$ cat src/rtl/rr_mux4_arbiter.sv
// Round-robin arbiter sharing one 4:1 data mux among four requesters, bounded bursts.
// Latency: req in cycle N gives gnt in N+1; out_data/out_valid combinational from registered selects.
// Backpressure: out_ready=0 holds the grant and freezes the beat count; one idle bubble between grants.
module rr_mux4_arbiter #(
  parameter int DATA_W    = 8,
  parameter int MAX_BURST = 4
) (
  input  logic              clk,
  input  logic              rst_n,
  input  logic [3:0]        req,
  input  logic [DATA_W-1:0] in1,
  input  logic [DATA_W-1:0] in2,
  input  logic [DATA_W-1:0] in3,
  input  logic [DATA_W-1:0] in4,
  input  logic              out_ready,
  output logic [3:0]        gnt,
  output logic              sel1,
  output logic              sel2,
  output logic [DATA_W-1:0] out_data,
  output logic              out_valid,
  output logic              busy
);

  typedef enum logic {IDLE, GRANT} state_t;

  localparam logic [3:0] LAST_BEAT = 4'(MAX_BURST - 1);

  state_t     state;
  logic [1:0] ptr;
  logic [3:0] beat_cnt;
  logic [1:0] owner;
  logic [1:0] pick;
  logic       beat;
  logic       release_now;

  // The registered selects double as the owner index while granted.
  assign owner       = {sel2, sel1};
  assign busy        = (state == GRANT);
  assign out_valid   = busy & req[owner];
  assign beat        = out_valid & out_ready;
  // Release on the last allowed beat, or as soon as the owner withdraws its request.
  assign release_now = !out_valid || (beat && (beat_cnt == LAST_BEAT));

  // First set request searching from ptr upward, wrapping mod 4.
  always_comb begin
    logic       found;
    logic [1:0] idx;
    pick  = 2'd0;
    found = 1'b0;
    idx   = 2'd0;
    for (int i = 0; i < 4; i++) begin
      idx = ptr + 2'(i);
      if (!found && req[idx]) begin
        pick  = idx;
        found = 1'b1;
      end
    end
  end

  // Datapath mux driven by the registered selects.
  always_comb begin
    out_data = in1;
    case (owner)
      2'd0:    out_data = in1;
      2'd1:    out_data = in2;
      2'd2:    out_data = in3;
      default: out_data = in4;
    endcase
  end

  // Grant sequencer: IDLE arbitrates, GRANT counts beats until release.
  always_ff @(posedge clk) begin
    if (!rst_n) begin
      state    <= IDLE;
      gnt      <= 4'b0000;
      sel1     <= 1'b0;
      sel2     <= 1'b0;
      ptr      <= 2'd0;
      beat_cnt <= 4'd0;
    end else begin
      case (state)
        IDLE: begin
          if (|req) begin
            gnt         <= 4'b0001 << pick;
            {sel2, sel1} <= pick;
            beat_cnt    <= 4'd0;
            state       <= GRANT;
          end else begin
            gnt <= 4'b0000;
          end
        end
        default: begin
          if (release_now) begin
            gnt      <= 4'b0000;
            state    <= IDLE;
            ptr      <= owner + 2'd1;
            beat_cnt <= 4'd0;
          end else if (beat) begin
            beat_cnt <= beat_cnt + 4'd1;
          end
        end
      endcase
    end
  end

endmodule
$ cat config.mk
export PLATFORM = sky130hd
export DESIGN_NAME = rr_mux4_arbiter
export DESIGN_NICKNAME = d
export VERILOG_FILES = /design/src/rtl/rr_mux4_arbiter.sv
export SDC_FILE = /design/constraint.sdc
export NUM_CORES = 1
export LEC_CHECK = 0
export ABC_AREA = 1
export CELL_PAD_IN_SITES_DETAIL_PLACEMENT = 1
export CELL_PAD_IN_SITES_GLOBAL_PLACEMENT = 1
export CORE_MARGIN = 2
export CORE_UTILIZATION = 27
export DETAILED_ROUTE_END_ITERATION = 10
export GPL_ROUTABILITY_DRIVEN = 0
export PLACE_DENSITY = 0.81
export SYNTH_ARGS = -nofsm -noshare
export SYNTH_HDL_FRONTEND = slang
export SYNTH_SLANG_ARGS = --single-unit
$ cat constraint.sdc
create_clock -name clk -period 2.5 [get_ports clk]
set_clock_uncertainty 0.2 [all_clocks]
set_input_delay 0.5 -clock clk [delete_from_list [all_inputs] [get_ports clk]]
set_output_delay 0.5 -clock clk [all_outputs]
set_load 0.01 [all_outputs]
==> results.md, run 1 <==
- Final Critical Period: 2.34 ns
- WL per Instance: between 10 and 15 um
- Diodes inserted: 0
- Hold buffer count at CTS: 0
- Critical path arrival: between 1.5 and 2 ns
- Syn-to-layout area delta: 61.5%
- Via count: roughly 1400
- Least-Margin Pin Slew: around 0.4 ns
- Startpoint Class: input port
- Chip height: ~70 um
- Critical Path Slowest Stage Cell: clkdlybuf4s50_1
- Fillers: 552
- Cell taking the most area after synthesis: dfxtp_1
- Synth Register Bits: 13
- Commonest non-fill, non-tap cell in the layout: nand2_1
- Post-route insts no fill: a little under 300
- Total track usage: between 10% and 20%
- Row count: 24
- CP max stage delay: 0.51 ns
- Crit-path max FO: 3
- Total routed wirelength: ~4000 um
- Detail Placement HPWL: 3260 um
- Num ports: between 50 and 60
- Die Area: around 5000 um^2
- Psw: 0.000404 W
- Leak: roughly 0.83 nW
- Number of port buffers: 54
- Placed cell count: slightly below 300
- Starting Density: approximately 27%
- DRC: 0
- Clock Power Share: 18.4%
- Post-Syn Nets: 222
- Fin area: roughly 1900 um^2
- Pin count of the biggest net entering global routing: 17
- Iter 0 DRT Violations: 51
- RSZ-0062 raised after global routing: false
- Layout Nets: roughly 290
- Max Transition Viols Final: 0
- Yosys cell types: 31
- Logic pwr share: ~56%
- Seq pwr share: a little over a quarter
- Layout cells sized above 1: 21.0%
- R2R Setup Slk: a little over 0.5 ns
- YS warnings: 0
- # setup viols final: 0
- Placed inst area: ~1800 um^2
- Syn Inst Count: around 180
- Antenna violations before repair: 0
- Final core occ: roughly 44%
- Most frequent cells in the layout: 46 x nand2_1, 45 x clkdlybuf4s50_1, 18 x a21oi_1, 18 x inv_1, 16 x o21ai_0
- Path type of the worst setup path: input port to primary output
- Worst-path clk slew: 0.06 ns
- Vias in the first global route: 1431
- Status: completed
- Vias/cell: 4.85
- Placeable core area: 4290 um^2
- Worst min path class: flop to flop
- Fin. Hold Viols: 0
- CTS tree: done
- CP Capture Type: primary output
- Num CTS Buffers: 3
- First-pass GRT wire length: 6710 um
- Clock Latency Late Sink: 0.24 ns
- Setup WS post-layout: about 0.16 ns
- Switching share of power: roughly two fifths
- Worst ir drop on vdd: 0.318 mV
- Power Density: 539 nW/um^2
- Die Wd: between 70 and 80 um
- H-tree levels: 1
- Cell-internal power: 0.000623 W
- Relative slew margins: between 70% and 80%
- Max cap viols: 0
- Synth top area cells: dfxtp_1 22%, nand2_1 15%, a21oi_1 7.6%, o21ai_0 6.8%, inv_1 6.4%
- Clk sinks: 13
- Top cell type's share of synthesized area: ~22%
- Pre-CTS setup slack: -0.248 ns
- Seq/Total Area, Yosys: between 20 and 25%
- Mapped Area: between 1000 and 1500 um^2
- CTS root buf: clkbuf_8
- Gr ovfl total: 0
- Pre-Repair DR Iteration Count: 4
- Crit-path cells: clkdlybuf4s50_1 -> inv_1 -> nand2_1 -> o211ai_1 -> a21oi_2 -> clkbuf_2
- Fmax: about 430 MHz
- CTS Buffer Depth: 2
- Syn_area_per_cell: about 6.6 um^2
- Worst path required time: 1.80 ns
- Antenna viol nets, final: 0
- Final period util: roughly 94%
[synthesized netlist by cell type]
cell	n
inv_2	3
nand2_2	9
clkbuf_1	2
nand3_2	1
inv_4	1
buf_12	1
a31oi_2	1
o211ai_2	1
buf_6	1
dfxtp_1	13
o21ai_2	1
buf_1	1
or2_2	1
nor2_1	2
nor2_4	1
nand3_1	6
nor4_1	1
nand2_1	46
a22o_1	8
o21ai_0	16
nand2_4	4
o211ai_1	1
nor3_1	4
a21oi_2	2
buf_2	1
nand4_1	5
ha_1	5
inv_1	20
and2_4	1
nand4_2	1
a21oi_1	18
[repair_timing]
item,CTS,global route
setup buffers,0,1
pin swaps,0,1
resized for setup,19,2
setup endpoints to repair,9,1
[power by group through the flow]
stage	clock, W	sequential [W]	combinational [W]
after CTS	0.000193	0.000268	0.000573
after global routing	0.000202	0.000272	0.000639
after floorplan	0	0.000268	0.000320
final	0.000189	0.000268	0.000570
after global placement	0	0.000266	0.000563
after detailed placement	0	0.000266	0.000579
[final timing paths]
path / startpoint / to / cells past startpoint
max: req[1] / out_valid / 6
max reg2reg: ptr[0]$_SDFFE_PN0P_ / gnt[1]$_SDFFE_PN0P_ / 8
min reg2reg: gnt[3]$_SDFFE_PN0P_ / gnt[3]$_SDFFE_PN0P_ / 2
min: gnt[3]$_SDFFE_PN0P_ / gnt[3]$_SDFFE_PN0P_ / 2
[per-stage QoR]
step / hold slack, ns / power [W] / setup TNS, ns
after floorplan: 0.270 / 0.000588 / 0
after global placement: 0.260 / 0.000829 / -0.476
after detailed placement: 0.265 / 0.000845 / -0.734
after CTS: 0.285 / 0.00103 / 0
after global routing: 0.299 / 0.00111 / 0
final: 0.277 / 0.00103 / 0
[logic make-up after synthesis]
| group | synth area share (%) |
|---|---|
| fa+ha+maj | 5.30 |
| simple gates | 35.4 |
| flops | 22.1 |
| buf+inv | 11.9 |
| compound gates | 25.3 |
[registers in the layout, summed over array words and instances (netlist names)]
signal and cells:
beat_cnt 4, gnt 4, ptr 2, busy 1
sel1 1, sel2 1
[layer usage]
metal / vias up / wire [um] / track usage [%]
met4: 0 / 44 / 4.49
met2: 48 / 1740 / 26.7
met1: 658 / 1950 / 23.9
met3: 5 / 260 / 2.45
li1: 721 / - / -
met5: - / 0 / 0
[area by class of cell]
cell class              instances  area [um^2]  area share [%]
clock buffers                   4         45.0            2.36
inverters                      24         92.6            4.86
multi-input cells             135          817            42.9
flip-flops and latches         13          263            13.8
well taps                      52         65.1            3.41
repair buffers                 67          623            32.7
[critical path: cells and delay by family]
| family | cells | cell delay [ns] |
|---|---|---|
| buf+inv | 3 | 0.75 |
| compound gates | 2 | 0.34 |
| simple gates | 1 | 0.06 |
Power figures use the tool's default switching activity.
==> run 2, diff against run 1 <==
CAP_MARGIN = 30   (was default)
CORE_MARGIN = default   (was 2)
CORE_UTILIZATION = 25   (was 27)
PLACE_DENSITY = 0.79   (was 0.81)
clock period = 2.1 ns   (was 2.5 ns; I/O delays follow)
==> run 2 against run 1 <==
Compared with the run above:
- the flow now finishes with violations (design-rule violations)
- largest cell class unchanged
- critical path depth grew 1
- count of clock-buffer cells in the layout is the same
- critical path type is now flop to primary output
- highest routed layer unchanged
- hold slack lost 0.0054 ns
- combinational power grew 37%
- routed wire length grew 8.6%
- global-route usage shrank 0.26 points
==> results.md, run 2 (synthesis results as in run 1) <==
- Largest registers: beat_cnt x4, gnt x4, ptr x2
- Least-Margin Pin Slew: 0.273 ns (-0.128 ns)
- Placeable core area: 4440 um^2 (+3.5%)
- Row count: 24 (unchanged)
- CTS Buffer Depth: 2 (unchanged)
- Power Density: 643 nW/um^2 (+19%)
- Layout Nets: 298 (+3.5%)
- Num CTS Buffers: 3 (unchanged)
- Pre-Repair DR Iteration Count: 7 (+3)
- Vias in the first global route: 1523 (+6.4%)
- Die Area: 5000 um^2 (+1.7%)
- CP Capture Type: primary output
- Fin. Hold Viols: 0 (unchanged)
- R2R Setup Slk: 0.23 ns (-0.28 ns)
- RSZ-0062 raised after global routing: true
- Hold Path End: gnt[3]$_SDFFE_PN0P_
- H-tree levels: 1 (unchanged)
- Commonest non-fill, non-tap cell in the layout: nand2_1
- Antenna viol nets, final: 0 (unchanged)
- Syn-to-layout area delta: 72.5%
- Clock Power Share: 16.8% (-1.6 points)
- WL per Instance: 14.2 um (+5.0%)
- Hold Path Stages: 2 (unchanged)
- Worst path required time: 1.48 ns (-0.32 ns)
- Number of port buffers: 54 (unchanged)
- Register-to-Register Path Depth: 9 (+1)
- Detail Placement HPWL: 3430 um (+5.0%)
- Fillers: 570 (+3.3%)
- Pin count of the biggest net entering global routing: 17 (unchanged)
- Total track usage: 16.6% (-0.26 points)
- Path type of the worst setup path: flop to primary output
- Diodes inserted: 0 (unchanged)
- Chip height: 70.7 um (+0.85%)
- CP delay by family, top: compound AO/OA/AOI/OAI gates
- Leak: 0.907 nW (+8.6%)
- CTS tree: done
- Worst r2r src: sel1$_SDFFE_PN0P_
- Hold path start: gnt[3]$_SDFFE_PN0P_
- Die Wd: 70.7 um (+0.85%)
- Most frequent cells in the layout: 46 x nand2_1, 42 x clkdlybuf4s50_1, 18 x buf_4
- Relative slew margins: 81.7% (+8.6 points)
- Num ports: 55 (unchanged)
- Cell-internal power: 0.000791 W (+27%)
- Critical path arrival: 1.47 ns (-0.17 ns)
- Logic pwr share: 59.6% (+4.1 points)
- Via count: 1485 (+3.7%)
- Fmax: between 400 and 500 MHz
- CP max stage delay: 0.37 ns (-0.14 ns)
- Vias/cell: 4.87 (+0.30%)
- Total power: 0.00131 W (+27%)
- Max Transition Viols Final: 0 (unchanged)
- Iter 0 DRT Violations: 54 (+5.9%)
- RR Endpoint: beat_cnt[3]$_SDFFE_PN0P_
- Worst min path class: flop to flop
- Max cap viols: 0 (unchanged)
- First-pass GRT wire length: 6750 um (+0.63%)
- Seq pwr share: 23.6% (-2.5 points)
- Fin area: 2040 um^2 (+6.8%)
- Psw: 0.000517 W (+28%)
- Startpoint Class: flop
- Failing checks: design-rule violations
- Switching share of power: 39.5% (+0.22 points)
- # setup viols final: 0 (unchanged)
- Placed inst area: 1930 um^2 (+5.6%)
- Clock Latency Late Sink: 0.24 ns (about the same)
- Gr ovfl total: 0 (unchanged)
- Clk sinks: 13 (unchanged)
- Final Critical Period: 2.09 ns
- Antenna violations before repair: 0 (unchanged)
- Postcts setup bufs: 0 (unchanged)
- Worst ir drop on vdd: 0.350 mV (+10%)
- Status: finished with violations
- Layout cells sized above 1: 32.0% (+11 points)
- DRC: 20 (+20)
- Crit-path cells: inv_4 -> ha_4 -> buf_6 -> a22o_1 -> a21oi_2 -> o21ai_1 -> buf_2
- Worst-path clk slew: 0.05 ns (about the same)
- Final core occ: 45.8% (+1.4 points)
- Hold buffer count at CTS: 0 (unchanged)
- CTS root buf: clkbuf_8
- Buffers & Inverters on Critical Path: 3 (unchanged)
- Starting Density: 26.5% (-0.93 points)
- Crit-path max FO: 3 (unchanged)
- Critical Path Slowest Stage Cell: dfxtp_4
- Total routed wirelength: 4340 um (+8.6%)
- Final period util: 99.7%
## run 2: stage by stage
| step | setup slack [ns] | setup TNS, ns | instances | hold WS [ns] |
|---|---|---|---|---|
| 3_5_place_dp | -0.493 | -4.35 | 302 | 0.263 |
| 4_1_cts | -0.00984 | -0.0124 | 305 | 0.280 |
| 5_1_grt | -0.0738 | -0.437 | 305 | 0.293 |
| 6_report | 0.00626 | 0 | 305 | 0.271 |
| 3_3_place_gp | -0.434 | -3.59 | 302 | 0.263 |
| 2_1_floorplan | 0.0576 | 0 | 178 | 0.270 |
## run 2: what timing repair did
| item | CTS | global route |
|---|---|---|
| pin swaps | 2 | 7 |
| endpoints found under the hold margin | 0 | 0 |
| cloned | 0 | 0 |
| setup endpoints to repair | 9 | 14 |
| gates resized for setup | 50 | 27 |
## run 2: power by group through the flow
stage	logic (W)	clock network, W	registers (W)
floorplan	0.000381	0	0.000320
global placement	0.000736	0	0.000305
detailed placement	0.000759	0	0.000307
CTS	0.000729	0.000231	0.000306
global route	0.000848	0.000246	0.000315
finish	0.000780	0.000220	0.000308
## run 2: tightest hold or removal path: stages, from the launching register on
cell     delay (ns)
dfxtp_1        0.31
nand2_1        0.06
a21oi_1        0.05
## run 2: worst max path at each step
stage,from,end,slack (ns),cells after the start
floorplan,sel1$_SDFFE_PN0P_,out_data[7],0.06,6
global placement,req[1],out_valid,-0.43,6
detailed placement,req[1],out_valid,-0.49,6
CTS,sel1$_SDFFE_PN0P_,out_data[1],-0.01,7
global route,sel1$_SDFFE_PN0P_,out_data[1],-0.07,7
finish,sel1$_SDFFE_PN0P_,out_data[1],0.006,7
## run 2: final cells by class
type | instances | area [um^2] | area share, %
clock buffer | 4 | 45.0 | 2.21
inverter | 24 | 95.1 | 4.67
multi-input combinational | 135 | 862 | 42.3
sequential | 13 | 265 | 13.0
tap | 52 | 65.1 | 3.20
timing repair buffer | 77 | 703 | 34.5
## run 2: routing by layer
layer	part of all wire [%]	track usage [%]
met1	39	18.3
met2	51	31.9
met4	0.97	2.22
met5	0	0
met3	9.2	4.84
==> run 3, diff against run 2 <==
CORE_MARGIN = 1.5   (was default)
CTS_CLUSTER_SIZE = 28   (was default)
==> run 3 against run 2 <==
Compared with the run above:
- first-iteration DRC count down 37%
- hold slack got worse by 0.0061 ns
- largest power group unchanged
- largest cell class unchanged
- power down 2.4%
- register-to-register slack hardly changed
- cell count decreased by 1.3%
- flip-flop and latch count unchanged
- sequential power is 2% higher
- non-clock buffer count is 4 lower
- global-route usage rose by 0.20 points
- via count hardly changed
- count of clock-buffer cells in the layout is the same
- the flow still finishes with violations (design-rule violations)
- combinational power decreased by 5.8%
==> results.md, run 3 (synthesis results as in run 1) <==
- Seq pwr share: 24.6% (+1.0 points)
- Final core occ: 44.3% (-1.5 points)
- Max cap viols: 0 (unchanged)
- Max Transition Viols Final: 0 (unchanged)
- Cell-internal power: 0.000761 W (-3.8%)
- First-pass GRT wire length: 6880 um (+1.9%)
- Register area: 268 um^2 (+0.94%)
- Commonest non-fill, non-tap cell in the layout: nand2_1
- Power Density: 648 nW/um^2 (+0.86%)
- Chip height: 71.7 um (+1.4%)
- Worst-path clk slew: 0.06 ns (about the same)
- Gr ovfl total: 0 (unchanged)
- Vias/cell: 4.93 (+1.3%)
- Pre-Repair DR Iteration Count: 7 (unchanged)
- Pre-CTS setup slack: -0.421 ns (+0.0717 ns)
- Number of port buffers: 54 (unchanged)
- Setup WS post-layout: 0.0261 ns (+0.0199 ns)
- Iter 0 DRT Violations: 34 (-37%)
- Diodes inserted: 0 (unchanged)
- Total routed wirelength: 4360 um (+0.41%)
- Total track usage: 16.8% (+0.20 points)
- Vias in the first global route: 1477 (-3.0%)
- Die Area: 5140 um^2 (+2.8%)
- CP Capture Type: primary output
- Hold buffer count at CTS: 0 (unchanged)
- Placed cell count: 297 (-1.7%)
- Starting Density: 26.5% (unchanged)
- Footprint of the multi-input gates: 845 um^2 (-2.0%)
- Via count: 1484 (-0.067%)
- Layout Nets: 294 (-1.3%)
- Detail Placement HPWL: 3360 um (-1.9%)
- Failing checks: design-rule violations
- Switching share of power: 40.4% (+0.86 points)
- Largest registers: beat_cnt x4, gnt x4, ptr x2
- Critical path arrival: 1.45 ns (-0.02 ns)
- Leak: 0.869 nW (-4.1%)
- Least-Margin Pin Slew: 0.265 ns (-0.00764 ns)
- Crit-path cells: inv_4 -> ha_4 -> a22o_1 -> a21oi_2 -> o21ai_1 -> buf_2
- Startpoint Class: flop
- CP delay by family, top: compound AO/OA/AOI/OAI gates
- Layout cells sized above 1: 30.5% (-1.5 points)
- Psw: 0.000516 W (-0.30%)
- Buffers & Inverters on Critical Path: 2 (-1)
- Path type of the worst setup path: flop to primary output
- # setup viols final: 0 (unchanged)
- Clock Latency Late Sink: 0.24 ns (about the same)
- WL per Instance: 14.5 um (+1.7%)
- Clk sinks: 13 (unchanged)
- Fin. Hold Viols: 0 (unchanged)
- DRC: 11 (-45%)
- Fmax: 482 MHz (+0.96%)
- Num ports: 55 (unchanged)
- Syn-to-layout area delta: 66.9%
- Pin count of the biggest net entering global routing: 17 (unchanged)
- RSZ-0062 raised after global routing: true
- CTS tree: done
- Antenna violations before repair: 0 (unchanged)
- Die Wd: 71.7 um (+1.4%)
- Placeable core area: 4440 um^2 (unchanged)
- Critical Path Slowest Stage Cell: dfxtp_4
- Logic pwr share: 57.6% (-2.0 points)
- Crit-path max FO: 8 (+5)
- CTS root buf: clkbuf_8
- Final period util: 98.8% (-0.95 points)
- Final Critical Period: 2.07 ns (-0.0199 ns)
- Status: finished with violations
- Worst path required time: 1.48 ns (about the same)
- Relative slew margins: 82.3% (+0.63 points)
- CP max stage delay: 0.38 ns (about the same)
- Worst ir drop on vdd: 0.252 mV (-28%)
- Clock Power Share: 17.9% (+1.1 points)
- H-tree levels: 1 (unchanged)
- Antenna viol nets, final: 0 (unchanged)
- Post-route insts no fill: 301 (-1.3%)
- Fillers: 582 (+2.1%)
- Worst min path class: flop to flop
- Row count: 24 (unchanged)
- Num CTS Buffers: 3 (unchanged)
- Most frequent cells in the layout: 46 x nand2_1, 43 x clkdlybuf4s50_1, 18 x buf_4
- CTS Buffer Depth: 2 (unchanged)
## run 3: cell types whose count changed in the layout (fill, tap and decap cells not counted), sizes merged
| cell | delta |
|---|---|
| clkdlybuf4s50 | +1 |
| dlymetal6s2s | -1 |
| buf | -4 |
## run 3: worst register-to-register path, delay by kind of cell (launching register included)
family	cells	cell delay, ns
and+or+nand+nor	8	0.86
DFF	1	0.47
buffers and inverters	1	0.15
AOI/OAI and AO/OA	1	0.13
## run 3: power by group through the flow
| stage | Clock [W] | Combinational (W) | Sequential (W) |
|---|---|---|---|
| final | 0.000228 | 0.000735 | 0.000314 |
| after global routing | 0.000249 | 0.000808 | 0.000320 |
| after CTS | 0.000233 | 0.000708 | 0.000313 |
| after detailed placement | 0 | 0.000735 | 0.000311 |
| after global placement | 0 | 0.000717 | 0.000309 |
| after floorplan | 0 | 0.000381 | 0.000320 |
## run 3: area by class of cell
class	count	share of cell area [%]
multi-input cells	135	42.9
flip-flops and latches	13	13.6
inverters	24	4.83
repair buffers	73	33.1
clock buffers	4	2.29
well taps	52	3.30
## run 3: final timing paths
kind | start | end | slack (ns) | depth (start not counted)
hold / removal | gnt[3]$_SDFFE_PN0P_ | gnt[3]$_SDFFE_PN0P_ | 0.27 | 2
setup reg to reg | ptr[0]$_SDFFE_PN0P_ | gnt[0]$_SDFFE_PN0P_ | 0.22 | 10
setup / recovery | sel1$_SDFFE_PN0P_ | out_data[6] | 0.03 | 6
hold reg to reg | gnt[3]$_SDFFE_PN0P_ | gnt[3]$_SDFFE_PN0P_ | 0.27 | 2
## run 3: metrics by stage
| stage | hold slack, ns | area, um^2 | TNS, ns | power (W) |
|---|---|---|---|---|
| after floorplan | 0.270 | 1180 | 0 | 0.000701 |
| after global placement | 0.256 | 1890 | -3.59 | 0.00103 |
| after detailed placement | 0.264 | 1890 | -4.08 | 0.00105 |
| after CTS | 0.274 | 1930 | 0 | 0.00125 |
| after global routing | 0.309 | 1970 | -0.0407 | 0.00138 |
| final | 0.265 | 1970 | 0 | 0.00128 |
## run 3: per-layer routing
layer,share of wire (%),GRT usage [%],up-vias
li1,-,-,738
met4,1.1,4.61,0
met5,0,0,-
met2,48,30.0,54
met1,42,20.0,686
met3,9.1,3.80,6
## run 3: timing repair
item,CTS,global route
endpoints found under the setup margin,9,15
gates resized for setup,48,20
gates cloned,0,0
pin swaps,1,5
setup buffers,0,0
